$ cat src/rtl/nibble_serial_cla_adder_pkg.sv
`default_nettype none
// +----------------------------------------------------------------------+
// | Package  : nsca_pkg                                                  |
// | Purpose  : Shared types and constants for the nibble-serial CLA adder|
// | Revision : 1.0 - initial release                                     |
// +----------------------------------------------------------------------+
package nsca_pkg;

  // Width of the single look-ahead slice reused every cycle
  localparam int c_NIB_W = 4;

  // Controller states
  typedef enum logic [1:0] {
    IDLE = 2'd0,
    ADD  = 2'd1,
    DONE = 2'd2
  } state_t;

  // Number of slice passes needed for a given operand width
  function automatic int nibbles(input int width);
    return width / c_NIB_W;
  endfunction

endpackage
`default_nettype wire

$ cat src/rtl/nibble_serial_cla_adder_cla4_slice.sv
`default_nettype none
// +----------------------------------------------------------------------+
// | Module   : cla4_slice                                                |
// | Purpose  : Combinational 4-bit carry-look-ahead adder (P/G terms)    |
// | Revision : 1.0 - initial release                                     |
// +----------------------------------------------------------------------+
module cla4_slice (
  input  logic [3:0] i_a,
  input  logic [3:0] i_b,
  input  logic       i_cin,
  output logic [3:0] o_sum,
  output logic       o_cout
);

  logic [3:0] w_p;
  logic [3:0] w_g;
  logic [4:0] w_c;

  // Propagate/generate terms and flattened look-ahead carries
  always_comb begin
    w_p    = i_a ^ i_b;
    w_g    = i_a & i_b;
    w_c[0] = i_cin;
    w_c[1] = w_g[0] | (w_p[0] & i_cin);
    w_c[2] = w_g[1] | (w_p[1] & w_g[0]) | (w_p[1] & w_p[0] & i_cin);
    w_c[3] = w_g[2] | (w_p[2] & w_g[1]) | (w_p[2] & w_p[1] & w_g[0])
           | (w_p[2] & w_p[1] & w_p[0] & i_cin);
    w_c[4] = w_g[3] | (w_p[3] & w_g[2]) | (w_p[3] & w_p[2] & w_g[1])
           | (w_p[3] & w_p[2] & w_p[1] & w_g[0])
           | (w_p[3] & w_p[2] & w_p[1] & w_p[0] & i_cin);
    o_sum  = w_p ^ w_c[3:0];
    o_cout = w_c[4];
  end

endmodule
`default_nettype wire

$ cat src/rtl/nibble_serial_cla_adder.sv
`default_nettype none
// +----------------------------------------------------------------------+
// | Module   : nibble_serial_cla_adder                                   |
// | Purpose  : WIDTH-bit adder built from one 4-bit CLA slice used once  |
// |            per nibble (LSB first), with valid/ready on both sides.   |
// | Options  : NSCA_OVF_EN - adds the signed-overflow output ovf         |
// | Revision : 1.0 - initial release                                     |
// +----------------------------------------------------------------------+
module nibble_serial_cla_adder
  import nsca_pkg::*;
#(
  parameter int WIDTH = 16
) (
  input  logic             clk,
  input  logic             rst,
  input  logic             in_valid,
  output logic             in_ready,
  input  logic [WIDTH-1:0] a,
  input  logic [WIDTH-1:0] b,
  input  logic             cin,
  output logic             out_valid,
  input  logic             out_ready,
  output logic [WIDTH-1:0] sum,
  output logic             cout
`ifdef NSCA_OVF_EN
  ,
  output logic             ovf
`endif
);

  localparam int NIBBLES = nibbles(WIDTH);
  localparam int IDX_W   = (NIBBLES > 1) ? $clog2(NIBBLES) : 1;

  generate
    if ((WIDTH < c_NIB_W) || ((WIDTH % c_NIB_W) != 0)) begin : g_bad_width
      $error("nibble_serial_cla_adder: WIDTH must be a multiple of 4 and >= 4");
    end
  endgenerate

  state_t             r_state;
  state_t             w_state_next;
  logic [IDX_W-1:0]   r_idx;
  logic               r_carry;
  logic [WIDTH-1:0]   r_a;
  logic [WIDTH-1:0]   r_b;
  logic [WIDTH-1:0]   r_acc;
  logic [WIDTH-1:0]   r_sum;
  logic               r_cout;
  logic               w_accept;
  logic               w_add;
  logic               w_last;
  logic [3:0]         w_slice_a;
  logic [3:0]         w_slice_b;
  logic [3:0]         w_slice_sum;
  logic               w_slice_cout;
  logic [WIDTH-1:0]   w_sum_next;

  // State register
  always_ff @(posedge clk) begin
    if (rst) r_state <= IDLE;
    else     r_state <= w_state_next;
  end

  // Next-state and handshake decode
  always_comb begin
    w_state_next = r_state;
    in_ready     = 1'b0;
    out_valid    = 1'b0;
    w_accept     = 1'b0;
    w_add        = 1'b0;
    w_last       = (r_idx == IDX_W'(NIBBLES - 1));
    case (r_state)
      IDLE: begin
        in_ready = 1'b1;
        if (in_valid) begin
          w_accept     = 1'b1;
          w_state_next = ADD;
        end
      end
      ADD: begin
        w_add = 1'b1;
        if (w_last) w_state_next = DONE;
      end
      DONE: begin
        out_valid = 1'b1;
        if (out_ready) w_state_next = IDLE;
      end
      default: w_state_next = IDLE;
    endcase
  end

  // Select the current nibble and merge the slice result into the accumulator
  always_comb begin
    w_slice_a  = r_a[c_NIB_W*int'(r_idx) +: c_NIB_W];
    w_slice_b  = r_b[c_NIB_W*int'(r_idx) +: c_NIB_W];
    w_sum_next = r_acc;
    w_sum_next[c_NIB_W*int'(r_idx) +: c_NIB_W] = w_slice_sum;
  end

  cla4_slice u_slice (
    .i_a    (w_slice_a),
    .i_b    (w_slice_b),
    .i_cin  (r_carry),
    .o_sum  (w_slice_sum),
    .o_cout (w_slice_cout)
  );

  // Operand capture, nibble walk and result publish; partial sums stay in
  // r_acc so the visible result only changes on the final ADD edge
  always_ff @(posedge clk) begin
    if (rst) begin
      r_idx   <= '0;
      r_carry <= 1'b0;
      r_a     <= '0;
      r_b     <= '0;
      r_acc   <= '0;
      r_sum   <= '0;
      r_cout  <= 1'b0;
    end else if (w_accept) begin
      r_idx   <= '0;
      r_carry <= cin;
      r_a     <= a;
      r_b     <= b;
      r_acc   <= '0;
    end else if (w_add) begin
      r_acc   <= w_sum_next;
      r_carry <= w_slice_cout;
      if (w_last) begin
        r_sum  <= w_sum_next;
        r_cout <= w_slice_cout;
      end else begin
        r_idx  <= r_idx + IDX_W'(1);
      end
    end
  end

  assign sum  = r_sum;
  assign cout = r_cout;

`ifdef NSCA_OVF_EN
  logic r_ovf;

  // Signed overflow: carry into the MSB differs from carry out of it
  always_ff @(posedge clk) begin
    if (rst) begin
      r_ovf <= 1'b0;
    end else if (w_add && w_last) begin
      r_ovf <= w_slice_cout ^ (r_a[WIDTH-1] ^ r_b[WIDTH-1] ^ w_sum_next[WIDTH-1]);
    end
  end

  assign ovf = r_ovf;
`endif

endmodule
`default_nettype wire

$ cat config.mk
export PLATFORM = sky130hd
export DESIGN_NAME = nibble_serial_cla_adder
export DESIGN_NICKNAME = d
export VERILOG_FILES = /design/src/rtl/nibble_serial_cla_adder_pkg.sv /design/src/rtl/nibble_serial_cla_adder_cla4_slice.sv /design/src/rtl/nibble_serial_cla_adder.sv
export SDC_FILE = /design/constraint.sdc
export NUM_CORES = 1
export LEC_CHECK = 0
export ABC_AREA = 1
export BUFFER_PORTS_ARGS = -buffer_cell sky130_fd_sc_hd__buf_2
export CORE_UTILIZATION = 45
export DETAILED_ROUTE_END_ITERATION = 6
export PLACE_DENSITY = 0.75
export SETUP_SLACK_MARGIN = 0.05
export SYNTH_ARGS = -nofsm -noshare
export SYNTH_HDL_FRONTEND = slang
export SYNTH_HIERARCHICAL = 1
export SYNTH_SLANG_ARGS = --single-unit
export TNS_END_PERCENT = 1
$ cat constraint.sdc
create_clock -name clk -period 2.9 [get_ports clk]
set_clock_uncertainty 0.15 [all_clocks]
set_input_delay 0.145 -clock clk [delete_from_list [all_inputs] [get_ports clk]]
set_output_delay 0.145 -clock clk [all_outputs]
set_load 0.005 [all_outputs]
Word level (Yosys, flattened, before mapping)
Index checks and enable logic that the tools add are counted.
- register bits after elaboration: 70
- word-level logic and storage cells: 69
- output and inout port bits: 19
- bits of input ports: 37
- reduce and logical (&&, ||, !) cells: 6
- $add $sub $neg: 2
- equality and inequality tests: 6
- shifts and indexed selects: 4
- multiplexer cells: 12
- bitwise logic cells: 31
- operators with widths (cell ; number):
    $neg 4->33 ; 1
    $shift 4x33->16 const A ; 1
    $shiftx 4x33->16 ; 1
    $shiftx 16x5->4 ; 2
    $and 1x1->1 ; 16
    $bwmux 16 ; 1
    $or 1x1->1 ; 10
    $xor 4x4->4 ; 2
    $mux 1 ; 7
    $mux 2 ; 3
    $ne 2x2->1 const B ; 3
    $pmux 2 s3 ; 1
    $reduce_and 3->1 ; 2
    $and 4x4->4 ; 1
    $eq 2x2->1 const B ; 2
    $add 2x1->2 const B ; 1
    $eq 2x1->1 const B ; 1
    $logic_not 2->1 ; 1
    $not 1->1 ; 2
    $reduce_and 2->1 ; 1
    $reduce_bool 2->1 ; 1
    $reduce_or 2->1 ; 1

Logic depth before layout (Yosys ltp)
- depth in word-level cells: 9
- mapped depth: 17
- depth with buffers taken out: 16

By module
Netlist, hierarchy kept.
- by module, submodules not included (module ; sequential area each (µm²) ; instances ; area each (µm²) ; cells an instance):
    nibble_serial_cla_adder ; 1401.3 ; 1 ; 3294.4 ; 489
    cla4_slice ; 0.0 ; 1 ; 188.9 ; 31

Least setup slack after synthesis
No wires, ideal clock.
- path kind: reg-to-reg
- start: reg r_idx[0]
- end: reg r_sum[5] (netlist: sum[5])
- setup time: 0.056 ns
- stages on the path, launching flop included: 14
- data arrival time: 2.106 ns
- period minus slack after synthesis: 2.312 ns
- path slack: 0.588 ns
- data required time: 2.694 ns
- cells stage by stage: dfxtp_1 -> inv_1 -> clkbuf_1 -> nor2_1 -> o22ai_1 -> inv_1 -> fa_1 -> xnor2_1 -> nand2_1 -> nor2_1 -> nand2_1 -> nand3_1 -> nand2_1 -> inv_1
- elaborated cells between the ends (all ways): 26
- those cells by class: 1 x add/sub; 1 x eq/ne; 4 x shift; 1 x mux; 18 x bitwise; 1 x reduce/logical
- RTL lines (element ; line ; text):
    start: declaration ; nibble_serial_cla_adder.sv:42 ; logic [IDX_W-1:0] r_idx;
    start signal: assignment ; nibble_serial_cla_adder.sv:132 ; r_idx <= r_idx + IDX_W'(1);
    $shiftx 16x5->4 * ; nibble_serial_cla_adder.sv:94 ; w_slice_a = r_a[c_NIB_W*int'(r_idx) +: c_NIB_W];
    via w_slice_a[0] ; nibble_serial_cla_adder.sv:52 ; logic [3:0] w_slice_a;
    $xor 4x4->4 ; nibble_serial_cla_adder_cla4_slice.sv:21 ; w_p = i_a ^ i_b;
    $and 1x1->1 ; nibble_serial_cla_adder_cla4_slice.sv:24 ; w_c[1] = w_g[0] | (w_p[0] & i_cin);
    $or 1x1->1 * ; nibble_serial_cla_adder_cla4_slice.sv:24 ;
    $xor 4x4->4 * ; nibble_serial_cla_adder_cla4_slice.sv:31 ; o_sum = w_p ^ w_c[3:0];
    via w_slice_sum[1] ; nibble_serial_cla_adder.sv:54 ; logic [3:0] w_slice_sum;
    $shiftx 4x33->16 * ; nibble_serial_cla_adder.sv:97 ; w_sum_next[c_NIB_W*int'(r_idx) +: c_NIB_W] = w_slice_sum;
    $bwmux 16 * ; nibble_serial_cla_adder.sv:97 ;
    end signal: assignment ; nibble_serial_cla_adder.sv:129 ; r_sum <= w_sum_next;
    end: declaration ; nibble_serial_cla_adder.sv:47 ; logic [WIDTH-1:0] r_sum;
Mark *: on every way through the listed nets, which the timed path passes. The rest lies on a longest branch.
A chain may end at the register's enable or synchronous reset.

Worst setup path in the final report
- start: reg r_idx[0]
- end: reg r_acc[13]
- elaborated cells between the ends (all ways): 24
- those cells by class: 1 x add/sub; 4 x shift; 1 x mux; 18 x bitwise
- RTL lines (element ; line ; text):
    $shiftx 16x5->4 * ; nibble_serial_cla_adder.sv:95 ; w_slice_b = r_b[c_NIB_W*int'(r_idx) +: c_NIB_W];
    via w_slice_b[0] ; nibble_serial_cla_adder.sv:53 ; logic [3:0] w_slice_b;
    $xor 4x4->4 ; nibble_serial_cla_adder_cla4_slice.sv:21 ;
    $and 1x1->1 ; nibble_serial_cla_adder_cla4_slice.sv:24 ;
    $or 1x1->1 * ; nibble_serial_cla_adder_cla4_slice.sv:24 ;
    $xor 4x4->4 * ; nibble_serial_cla_adder_cla4_slice.sv:31 ;
    via w_slice_sum[1] ; nibble_serial_cla_adder.sv:54 ;
    $shiftx 4x33->16 * ; nibble_serial_cla_adder.sv:97 ;
    $bwmux 16 * ; nibble_serial_cla_adder.sv:97 ;
    end signal: assignment ; nibble_serial_cla_adder.sv:126 ; r_acc <= w_sum_next;
    end: declaration ; nibble_serial_cla_adder.sv:46 ; logic [WIDTH-1:0] r_acc;
Marks and branches as above.

==> results.yml <==
placed_design:
  port_buffers: 55
  dp_hpwl_um: 5430
  place_ws_ns: 0.372
  gp_congestion: 0.834
hold_path:
  min-delay-start: "rst"
  hp-class: "input pin to flip-flop"
critical_path:
  arrival_ns: 2.73
  slowest_stage: "fa_1"
  cp.buffers_inverters: 3
  reg2reg_from: "r_idx[0]"
  path_cells: "inv_1 > nor2_1 > o22ai_1 > inv_1 > fa_1 > xnor2_1 > nand2_1 > nor2_1 > nand2_1 > nand3_1 > nand2_1 > inv_1"
  path_class: "flip-flop to flip-flop"
  rrSetupSlack_ns: 0.31
  crit_start: "r_idx[0]"
  start_kind: "flip-flop"
  path_delay_family: "simple AND/OR/NAND/NOR gates"
  critical_path.endpoint_type: "flip-flop"
  crit_required_ns: 3.04
  critPathMaxStageDelay_ns: 0.43
  crit_fanout: 20
grt:
  grt_usage_pct: 22.4
  grt_pass1_wl_um: 14800
  grt_pass1_vias: 3472
  gr-total-overflow: 0
  antenna_found_initial: 0
  grt_max_degree: 38
cts:
  cts.path.max_buffers: 2
  ctsHoldBuffers: 34
  cts.repair.resized: 0
  cts_htree_levels: 3
  root_buffer: "clkbuf_8"
  cts_setup_buffers: 0
  insertion_delay_ns: 0.35
  numCtsBuffers: 9
  path_clk_slew_ns: 0.07
  tritoncts: "yes"
  cts_sinks: 70
final_layout:
  final_nets: 648
  area_growth_pct: 23.6
  final_common_cell: "nor2_1"
  antennaDiodeCount: 0
  layout-drive-gt1-share_pct: 13.6
  mostFrequentLayoutCells: "nor2_1 (126), nand2_1 (79), inv_1 (72), dfxtp_1 (70), buf_2 (55)"
logic_synthesis:
  syn_nets: 568
  avgSynthCellArea_um2: 6.70
  yosysWarnings: 6
  ys_types: 24
  synth-seq-cells: 70
  syn-cell-area_mm2: 0.00348
  synth_cells: 520
  synth-seq-area-share_pct: 40.2
sta:
  setup_viol: 0
  hold_viol_final: 0
  rsz0062_at_grt: "no"
  max-slew-margin-rel_pct: 45.2
  worst_slew_pin_slew_ns: 0.821
  worst_slack_ns: 0.306
  drv_slew: 0
  period_needed_ns: 2.59
  fin_setup_tns_ns: 0
  maxClockFrequency_mhz: 385
  period_share_pct: 89.5
route:
  drt-total-wl_um: 8340
  via_per_inst: 4.91
  drc: 0
  drt-initial-drc-count: 203
  avgRoutedWirePerCell_um: 11.8
  ant_nets: 0
  num_vias: 3454
  firstDrtPassIters: 4
floorplan:
  ios: 56
  rows: 31
  start_util_pct: 47.3
  coreArea_mm2: 0.00737
  fp.dieW_um: 90.0
  dieArea_mm2: 0.00810
  die_h_um: 90.0
outcome:
  status: "finished, final reports clean"
run:
  cap_violations: 0
pwr:
  ir_drop_uv: 290
  p_leak_nw: 2.11
  p_per_area_mw_per_mm2: 522
==> where the power goes <==
group	internal, W	switching (W)
combinational	0.000162	0.000241
sequential	0.00102	0.0000322
clock	0.000440	0.000354
==> area by class of cell <==
cell class	instances	area [um2]
clock buffer	12	155
multi-input combinational	352	1650
clock inverter	4	45.0
tap	99	124
sequential	70	1400
timing repair buffer	92	638
inverter	75	287
fill	683	3070
==> stage by stage <==
step                total power, W  hold slack, ns  utilization [%]  instance area (um2)  std cells
floorplan                  0.00135           0.142                -                 3480        520
global placement           0.00141           0.235             51.1                 3760        654
detailed placement         0.00143           0.244             51.1                 3760        654
CTS                        0.00225          0.0754             58.4                 4300        704
global route               0.00237          0.0899             58.4                 4300        704
finish                     0.00225          0.0811             58.4                 4300        704
==> synth_stat cells, drive strengths merged <==
cell | number | share of area (%)
clkinv | 1 | 0.25
nor2 | 128 | 14
buf | 13 | 2.9
clkbuf | 10 | 1.1
fa | 1 | 0.57
dfxtp | 70 | 40
or2 | 1 | 0.18
nand3 | 42 | 6.0
o21ai | 49 | 7.0
nand2 | 83 | 9.7
inv | 74 | 8.0
o22ai | 8 | 1.4
a21oi | 23 | 3.3
nand4 | 6 | 1.1
ha | 10 | 3.6
xnor2 | 1 | 0.25
==> metal layers <==
layer  GRT usage (%)  routed length, um
met5               0                  0
met4            7.39                 89
met3            5.67                390
met2            41.3               4250
met1            24.9               3600
==> flip-flops by register name (all words and copies together), names as in the netlist <==
signal	count
r_b	16
cout	1
r_acc	16
r_carry	1
sum	16
r_state	2
r_a	16
r_idx	2
==> path summary, 6_finish.rpt <==
kind,cells after the start,to
hold reg to reg,2,cout
setup / recovery,12,r_acc[13]
setup reg to reg,12,r_acc[13]
hold / removal,2,cout
==> cell families (layout without fill, tap and decap cells) <==
logic type	count (synthesis)	count (layout)	synth area share, %
buf+inv	98	183	12.3
simple gates	260	260	31.3
compound gates	80	80	11.8
xor+xnor	1	1	0.251
flops	70	70	40.2
fa+ha+maj	11	11	4.17
Note: power is estimated with default switching activity, not from simulation.
